===== config.mk =====
export PLATFORM = sky130hd
export DESIGN_NAME = fifo_uart_tx
export DESIGN_NICKNAME = d
export VERILOG_FILES = /design/src/rtl/fifo_uart_tx.sv
export SDC_FILE = /design/constraint.sdc
export NUM_CORES = 1
export LEC_CHECK = 0
export CORE_ASPECT_RATIO = 0.5
export CORE_UTILIZATION = 43
export DETAILED_ROUTE_END_ITERATION = 12
export PLACE_DENSITY_LB_ADDON = 0.15
export RECOVER_POWER = 50
export SYNTH_ARGS = -nofsm -noshare
export SYNTH_HDL_FRONTEND = slang
export SYNTH_SLANG_ARGS = --single-unit

===== constraint.sdc =====
create_clock -name clk -period 4.5 [get_ports clk]
set_input_delay 0.9 -clock clk [delete_from_list [all_inputs] [get_ports clk]]
set_output_delay 0.9 -clock clk [all_outputs]
set_load 0.01 [all_outputs]

===== src/rtl/fifo_uart_tx.sv =====
// fifo_uart_tx: drains a FIFO and sends each word as an asynchronous serial
// frame (start bit, DATA_WIDTH data bits LSB first, optional even parity bit,
// one stop bit). Consecutive words go out back to back with no idle gap.
//
// Ports:
//   clk        system clock, rising edge
//   reset      asynchronous active-low reset
//   enable     1 allows new frames to start; a running frame always completes
//   empty      FIFO empty flag
//   fifo_data  FIFO head word, valid while empty=0
//   read       one-cycle pop strobe to the FIFO (combinational)
//   tx         serial output, idles high (registered)
//   busy       1 while a frame is in progress (registered)
//   tx_done    one-cycle pulse in the last cycle of each stop bit (registered)
//   dbg_state  current FSM state encoding (0 IDLE, 1 START, 2 DATA,
//              3 PARITY, 4 STOP)
//
// Handshake: the FIFO presents its head word on fifo_data while empty=0.
// read is asserted for exactly one cycle, only when empty=0, and the word on
// fifo_data in that cycle is captured on the following rising edge; the FIFO
// advances its head on that same edge.
module fifo_uart_tx #(
  parameter int DATA_WIDTH   = 8,
  parameter int CLKS_PER_BIT = 16,
  parameter int PARITY_EN    = 0
) (
  input  logic                  clk,
  input  logic                  reset,
  input  logic                  enable,
  input  logic                  empty,
  input  logic [DATA_WIDTH-1:0] fifo_data,
  output logic                  read,
  output logic                  tx,
  output logic                  busy,
  output logic                  tx_done,
  output logic [2:0]            dbg_state
);

  localparam int CW = $clog2(CLKS_PER_BIT);
  localparam int IW = $clog2(DATA_WIDTH + 1);
  localparam logic [CW-1:0] BAUD_LAST = CW'(CLKS_PER_BIT - 1);
  localparam logic [IW-1:0] IDX_LAST  = IW'(DATA_WIDTH - 1);

  typedef enum logic [2:0] {
    IDLE   = 3'd0,
    START  = 3'd1,
    DATA   = 3'd2,
    PARITY = 3'd3,
    STOP   = 3'd4
  } state_t;

  state_t                state, state_next;
  logic [CW-1:0]         baud_cnt, baud_next;
  logic [IW-1:0]         bit_idx, idx_next;
  logic [DATA_WIDTH-1:0] shift_reg, shift_next;
  logic                  parity, parity_next;
  logic                  tx_next, busy_next, done_next;
  logic                  baud_last;
  logic                  load;

  assign baud_last = (baud_cnt == BAUD_LAST);

  // A word is loaded either from IDLE or in the final cycle of STOP, which is
  // what makes back-to-back frames gapless. Gating with reset keeps the pop
  // strobe low while the block is held in reset.
  assign load = reset & enable & ~empty &
                ((state == IDLE) | ((state == STOP) & baud_last));

  assign read      = load;
  assign dbg_state = state;

  always_comb begin
    state_next  = state;
    baud_next   = baud_last ? '0 : baud_cnt + CW'(1);
    idx_next    = bit_idx;
    shift_next  = shift_reg;
    parity_next = parity;

    case (state)
      IDLE: begin
        baud_next = '0;
        if (load) state_next = START;
      end
      START: begin
        if (baud_last) state_next = DATA;
      end
      DATA: begin
        if (baud_last) begin
          shift_next = shift_reg >> 1;
          idx_next   = bit_idx + IW'(1);
          if (bit_idx == IDX_LAST) state_next = (PARITY_EN != 0) ? PARITY : STOP;
        end
      end
      PARITY: begin
        if (baud_last) state_next = STOP;
      end
      STOP: begin
        if (baud_last) state_next = load ? START : IDLE;
      end
      default: state_next = IDLE;
    endcase

    if (load) begin
      shift_next  = fifo_data;
      parity_next = ^fifo_data;
      idx_next    = '0;
    end

    // The baud counter restarts on every state change.
    if (state_next != state) baud_next = '0;

    // Outputs are registered, so they are derived from the next-state values.
    case (state_next)
      START:   tx_next = 1'b0;
      DATA:    tx_next = shift_next[0];
      PARITY:  tx_next = parity_next;
      default: tx_next = 1'b1;
    endcase
    busy_next = (state_next != IDLE);
    done_next = (state_next == STOP) && (baud_next == BAUD_LAST);
  end

  always_ff @(posedge clk or negedge reset) begin
    if (!reset) begin
      state     <= IDLE;
      baud_cnt  <= '0;
      bit_idx   <= '0;
      shift_reg <= '0;
      parity    <= 1'b0;
      tx        <= 1'b1;
      busy      <= 1'b0;
      tx_done   <= 1'b0;
    end else begin
      state     <= state_next;
      baud_cnt  <= baud_next;
      bit_idx   <= idx_next;
      shift_reg <= shift_next;
      parity    <= parity_next;
      tx        <= tx_next;
      busy      <= busy_next;
      tx_done   <= done_next;
    end
  end

endmodule

Word level (Yosys, flattened, before mapping)
Index checks and enable logic that the tools add are counted.

word-level totals
  latch bits = 0
  input port bits = 12
  bits in writable memories = 0
  bits in registers = 23
  ROM bits = 0
  memories kept = 0

operators by class
  add/sub/neg operators = 2
  bitwise operators = 6
  div/mod/pow operators = 0
  shift operators = 0
  $lt $le $gt $ge = 0
  multiply operators = 0
  reductions and logical operators = 7
  multiplexer cells = 19
  equal/unequal tests = 12

operators by type and width
  cell                                                                    number
  4-bit two-way mux                                                       6
  8-bit two-way mux                                                       3
  3-bit two-way mux                                                       6
  3-bit one-hot mux with 5 select lines                                   1
  3-bit by 2-bit equality test with 1-bit output (second input constant)  4
  4-bit by 1-bit adder with 4-bit output (second input constant)          2
  4-bit equality test (second input constant)                             2
  8-bit XOR reduction                                                     1
  3-bit by 1-bit equality test with 1-bit output (second input constant)  2
  3-bit equality test (second input constant)                             2
  1-bit AND                                                               4
  4-bit by 3-bit equality test with 1-bit output (second input constant)  1
  2-bit nonzero test                                                      2
  3-bit zero test                                                         1
  3-bit inequality test                                                   1
  1-bit one-hot mux with 3 select lines                                   1
  3-bit nonzero test                                                      1
  1-bit two-way mux                                                       2
  2-bit AND reduction                                                     1
  1-bit logical AND                                                       1
  1-bit inverter                                                          1
  1-bit bitwise OR                                                        1

Depth between registers and ports, before layout
Gate-level depths: netlist (run 1).

  word-level depth = 11
  depth in mapped cells = 6
  mapped depth without buffers = 5

Worst setup path after synthesis (run 1)
No wires, ideal clock.

  path kind = in2out
  from = input port empty
  to = output port read
  arrival time = 1.874 ns
  path buffers = 1
  path slack = 1.726 ns
  stages = 3
  cells stage by stage = nand3b_1 > a2111oi_4 > buf_6

between the ends
  longest elaborated chain between the ends = 3

ends and longest elaborated chain
  element                 RTL line  text
  start, declared         30        input logic empty,
  1-bit inverter          66        assign load = reset & enable & ~empty &
  1-bit AND (2 in a row)  66
  end, declared           32        output logic read,

Every way passes these cells.

Final worst setup path (run 1)
  from = input port reset
  to = output port read

between the ends
  longest elaborated chain between the ends = 3

ends and longest elaborated chain
  element                 RTL line  text
  start, declared         28        input logic reset,
  1-bit AND (3 in a row)  66

Every way passes these cells.

==> results.py, run 1 <==
metrics = {
    "status": {
        "status": "finished clean",
    },
    "logic_synthesis": {
        "synth-main-ff-cell": "dfrtp_1",
        "synth.ff_latch_count": 23,
        "synth_edf_count": 0,
        "ys_seq_area_share_pct": 46.95,
        "synthesis.nets": 125,
        "synthCells": 111,
        "synth.distinct_cells": 39,
        "async_flop_share_pct": 100.0,
        "syn_area_per_cell_um2": 11.07,
        "netlist_area_um2": 1229,
        "ys.warnings.count": 0,
    },
    "critical_path": {
        "r2r-end": "shift_reg[4]",
        "r2r_cells": 6,
        "crit_type": "in -> out",
        "start_kind": "primary input",
        "path_max_fanout": 2,
        "end_kind": "output pin",
        "path_delay_family": "buffers and inverters",
        "crit_path_max_incr_delay_ns": 0.60,
        "ff2ff_setup_slack_ns": 2.32,
        "cp_cell_sequence": "dlygate4sd3_1 > nand3b_1 > a2111oi_4 > clkdlybuf4s50_1",
        "critical_path_buf_inv_count": 2,
        "reg2reg_from": "baud_cnt[0]",
        "cp.required_ns": 3.60,
        "worstPathArrival_ns": 2.66,
        "cp_slowest_cell": "clkdlybuf4s50_1",
    },
    "global_route": {
        "grt_pass1_vias": 788,
        "antenna_found_initial": 0,
        "grt_pass1_wl_mm": 3.622,
        "grt_start_max_net_pins": 24,
        "grt_overflow_total": 0,
        "grt_usage_pct": 16.42,
    },
    "hold_path": {
        "min_to": "shift_reg[4]",
        "hold_start": "shift_reg[4]",
        "whs_path_depth": 1,
        "hold_class": "reg -> reg",
    },
    "routing": {
        "drt-pass1-iter-count": 4,
        "drc": 0,
        "wl_mm": 2.208,
        "dr_total_vias": 876,
        "vias_per_cell": 5.246,
        "first_iter_violations": 33,
        "route.detailed.wl_per_inst_um": 13.22,
        "ant_nets": 0,
    },
    "sta": {
        "skew_ns": 0.003879,
        "tns_ns": 0,
        "hold_viol": 0,
        "setup_viol": 0,
        "fin_crit_ns": 3.558,
        "relSlewSlack_pct": 15.30,
        "fmax_ghz": 0.2810,
        "rsz0062_at_grt": "no",
        "min_period_over_period_pct": 79.07,
        "report.final.slew_viol_count": 0,
        "worst_pin_slew_ns": 1.270,
    },
    "placed_design": {
        "place_hpwl_mm": 1.561,
        "port-buffer-count": 18,
        "dp.cells": 163,
        "gp_congestion": 0.7485,
    },
    "final_layout": {
        "drive_above_1_share_pct": 15.38,
        "num-nets-final": 145,
        "final_cells": 167,
        "syn_to_final_growth_pct": 19.45,
        "antenna_cells": 0,
        "utilization_pct": 55.36,
        "num-fill-cells": 239,
        "largest_reg_flops": 8,
    },
    "power": {
        "p_per_area_nw_per_um2": 535.1,
        "leakagePower_nw": 0.6223,
        "seq_power_share_pct": 49.0,
        "cell_internal_pwr_mw": 0.5132,
        "power_mw": 0.7853,
        "comb_power_share_pct": 35.0,
        "switching_share_pct": 34.65,
        "ir_drop_v": 0.0001635,
        "clockPowerShare_pct": 16.0,
        "p_switching_mw": 0.2721,
    },
    "cts": {
        "cts_tree": "yes",
        "cts_htree_levels": 1,
        "cts_resized": 0,
        "numCtsBuffers": 3,
        "cts.path.max_buffers": 2,
        "insertion_delay_ns": 0.26,
        "cts_hold_buf": 0,
        "cts_root_buf": "clkbuf_8",
        "postCtsSetupRepairBufs": 0,
        "clkTransAtPathRegs_ns": 0.08,
        "clock-sinks": 23,
    },
    "floorplan": {
        "die-area_um2": 3088,
        "initial_core_util_pct": 46.34,
        "ios": 19,
        "num_rows": 13,
        "core_area_um2": 2651,
        "die_y_um": 39.80,
        "fp.dieW_um": 77.60,
    },
    "job": {
        "cap_viol_max_count": 0,
    },
}
## cells by family (layout without fill, tap and decap cells)
kind of cell	count (synthesis)	in the layout	synth area share, %
buffers and inverters	9	28	3.767
AO/OA/AOI/OAI	29	29	20.16
adder cells (fa/ha/maj)	2	2	2.036
AND/OR/NAND/NOR	35	35	17.52
XOR/XNOR	11	11	7.841
flip-flops	23	23	46.95
multiplexers	2	2	1.731
## worst max path at each step
| stage | start | end | slack, ns | cells after the start |
|---|---|---|---|---|
| 6_report | reset | read | 0.94 | 4 |
| 5_1_grt | reset | read | 0.87 | 4 |
| 4_1_cts | reset | read | 0.99 | 4 |
| 3_5_place_dp | reset | read | 1.00 | 4 |
| 3_3_place_gp | reset | read | 0.99 | 4 |
| 2_1_floorplan | empty | read | 1.73 | 3 |
## synthesized netlist by cell type, types with 2 or more instances
master / count / share of area [%]
xnor2_1: 10 / 7.1
nor2_2: 2 / 1.0
o21ai_0: 2 / 0.81
a21o_1: 6 / 3.7
nand2b_1: 3 / 1.5
buf_2: 4 / 1.6
nor4_1: 2 / 1.0
o211ai_1: 2 / 1.2
ha_1: 2 / 2.0
nand3b_1: 3 / 1.8
a21oi_1: 5 / 2.0
and3_2: 2 / 1.2
a22o_2: 6 / 4.9
nor2_1: 8 / 2.4
nor3_1: 4 / 1.6
inv_1: 4 / 1.2
dfrtp_1: 22 / 45
nand3_1: 3 / 1.2
## layer usage
| layer | wire [µm] | share of wire, % | global-route usage [%] |
|---|---|---|---|
| met5 | 0 | 0 | 0 |
| met4 | 13 | 0.59 | 4.245 |
| met3 | 101 | 4.6 | 5.581 |
| met2 | 897 | 41 | 24.56 |
| met1 | 1195 | 54 | 22.63 |
## through the flow
stage	instance area [µm²]	hold slack (ns)	worst slack, ns
floorplan	1229	0.4409	1.726
global placement	1439	0.4621	0.9911
detailed placement	1439	0.4661	1.002
CTS	1484	0.4857	0.9888
global route	1468	0.4951	0.8653
finish	1468	0.4789	0.9418
## power by group through the flow
stage                     Combinational [mW]  Sequential, mW  Clock (mW)
after global placement                 0.276           0.389           0
after CTS                              0.283           0.389       0.133
after floorplan                        0.221           0.361           0
after detailed placement               0.281           0.392           0
after global routing                   0.308           0.396       0.141
final                                  0.275           0.385       0.126
## area by class of cell
| class | instances | area [µm²] | area share, % |
|---|---|---|---|
| Clock buffer | 4 | 45.04 | 3.069 |
| Inverter | 4 | 15.01 | 1.023 |
| Multi-Input combinational cell | 79 | 593.1 | 40.41 |
| Sequential cell | 23 | 576.8 | 39.30 |
| Tap cell | 37 | 46.29 | 3.154 |
| Timing Repair Buffer | 20 | 191.4 | 13.04 |
## layout by cell type (no fill, tap or decap), drive strengths merged, types with 2 or more instances in the layout
cell           Yosys  layout
nand2b             3       3
xnor2             10      10
nor2              10      10
a21oi              6       6
and3               3       3
clkdlybuf4s50      0      17
a21o               6       6
a22o               6       6
clkbuf             0       5
nor4               2       2
nand3b             3       3
ha                 2       2
dfrtp             22      22
o21ai              2       2
inv                4       4
nand3              4       4
o211ai             2       2
nor3               5       5
No activity file was read; power rests on OpenSTA's default activity.
==> inputs of run 2 (changes only) <==
clock period = 3.1 ns   (was 4.5 ns; I/O delays follow)
==> results.py, run 2 (same netlist as run 1, synthesis figures left out) <==
metrics = {
    "routing": {
        "drt-pass1-iter-count": 4,
        "first_iter_violations": 41,
        "dr_total_vias": 875,
        "wl_mm": 2.184,
        "ant_nets": 0,
        "vias_per_cell": 5.240,
        "drc": 0,
        "route.detailed.wl_per_inst_um": 13.08,
    },
    "sta": {
        "hold_viol": 0,
        "tns_ns": 0,
        "fin_crit_ns": 2.910,
        "setup_viol": 0,
        "rsz0062_at_grt": "no",
        "report.final.slew_viol_count": 0,
        "relSlewSlack_pct": 15.50,
        "skew_ns": 0.007055,
        "worst_pin_slew_ns": 1.268,
        "min_period_over_period_pct": 93.86,
        "fmax_ghz": 0.3437,
    },
    "floorplan": {
        "initial_core_util_pct": 46.34,
        "core_area_um2": 2651,
        "die-area_um2": 3088,
        "num_rows": 13,
        "fp.dieW_um": 77.60,
        "ios": 19,
        "die_y_um": 39.80,
    },
    "global_route": {
        "grt_overflow_total": 0,
        "antenna_found_initial": 0,
        "grt_pass1_wl_mm": 3.657,
        "grt_pass1_vias": 810,
        "grt_start_max_net_pins": 24,
        "grt_usage_pct": 16.56,
    },
    "critical_path": {
        "worstPathArrival_ns": 2.29,
        "reg2reg_from": "baud_cnt[0]",
        "path_max_fanout": 2,
        "end_kind": "output pin",
        "crit_start": "reset",
        "start_kind": "primary input",
        "cp.required_ns": 2.48,
        "crit_type": "in -> out",
    },
    "final_layout": {
        "final_cell_mix": "22 x dfrtp_1, 18 x clkdlybuf4s50_1, 10 x xnor2_1",
        "largest_reg_flops": 8,
        "drive_above_1_share_pct": 15.38,
        "antenna_cells": 0,
        "num-fill-cells": 249,
        "syn_to_final_growth_pct": 19.45,
        "final_common_cell": "dfrtp_1",
        "final_cells": 167,
        "num-nets-final": 145,
    },
    "hold_path": {
        "hold_start": "shift_reg[2]",
        "hold_class": "reg -> reg",
    },
    "cts": {
        "cts_hold_buf": 0,
        "postCtsSetupRepairBufs": 0,
        "cts_resized": 0,
        "numCtsBuffers": 3,
        "insertion_delay_ns": 0.26,
        "cts_htree_levels": 1,
        "cts_tree": "yes",
        "cts.path.max_buffers": 2,
        "cts_root_buf": "clkbuf_8",
        "clkTransAtPathRegs_ns": 0.08,
        "clock-sinks": 23,
    },
    "power": {
        "p_per_area_nw_per_um2": 775.9,
        "leakagePower_nw": 0.6220,
        "ir_drop_v": 0.0003230,
    },
    "placed_design": {
        "place_hpwl_mm": 1.562,
        "port-buffer-count": 18,
        "gp_congestion": 0.7328,
        "dp.cells": 163,
    },
    "status": {
        "status": "finished clean",
    },
    "job": {
        "cap_viol_max_count": 0,
    },
}
run 2: changes by cell type in the layout (fill, tap and decap cells not counted):
cell | before | now
clkdlybuf4s50_1 | 17 | 18
dlygate4sd3_1 | 1 | 0
run 2: routing by layer:
metal / vias up / share of wire, % / track usage (%)
met1: 420 / 54 / 21.73
li1: 438 / - / -
met4: 0 / 0.60 / 4.245
met3: 2 / 4.4 / 5.581
met5: - / 0 / 0
met2: 15 / 41 / 26.55
run 2: path summary, 6_finish.rpt:
check	end	slack, ns	cells after the start
max	read	0.19	4
min	shift_reg[2]	0.48	1
max reg2reg	shift_reg[4]	0.96	6
min reg2reg	shift_reg[2]	0.48	1
max in group asynchronous	dbg_state[1]	1.18	2
min in group asynchronous	shift_reg[1]	1.18	2
run 2: area by class of cell:
| type | instances | area [µm²] | share of cell area (%) |
|---|---|---|---|
| repair buffers | 20 | 191.4 | 13.04 |
| inverters | 4 | 15.01 | 1.023 |
| multi-input cells | 79 | 593.1 | 40.41 |
| clock buffers | 4 | 45.04 | 3.069 |
| flip-flops and latches | 23 | 576.8 | 39.30 |
| well taps | 37 | 46.29 | 3.154 |
run 2: per-stage QoR:
stage          instance area (µm²)  power, mW  setup slack (ns)  hold WS, ns  util (%)
3_3_place_gp                  1439     0.9667            0.1519       0.4620     54.27
5_1_grt                       1468      1.229           0.08537       0.4966     55.36
6_report                      1468      1.139            0.1905       0.4794     55.36
3_5_place_dp                  1439     0.9745            0.1649       0.4661     54.27
4_1_cts                       1484      1.164            0.1510       0.4856     55.97
2_1_floorplan                 1229     0.8448            0.8861       0.3244         -
run 2: critical path, cell delays in order:
cell,delay (ns)
clkdlybuf4s50_1,0.52
nand3b_1,0.16
a2111oi_4,0.38
clkdlybuf4s50_1,0.61
run 2: power breakdown:
group	total (mW)	switching (mW)	internal [mW]	leakage, nW
Sequential	0.556	0.122	0.434	0.281
Clock	0.184	0.0921	0.0916	0.0228
Combinational	0.399	0.180	0.219	0.318
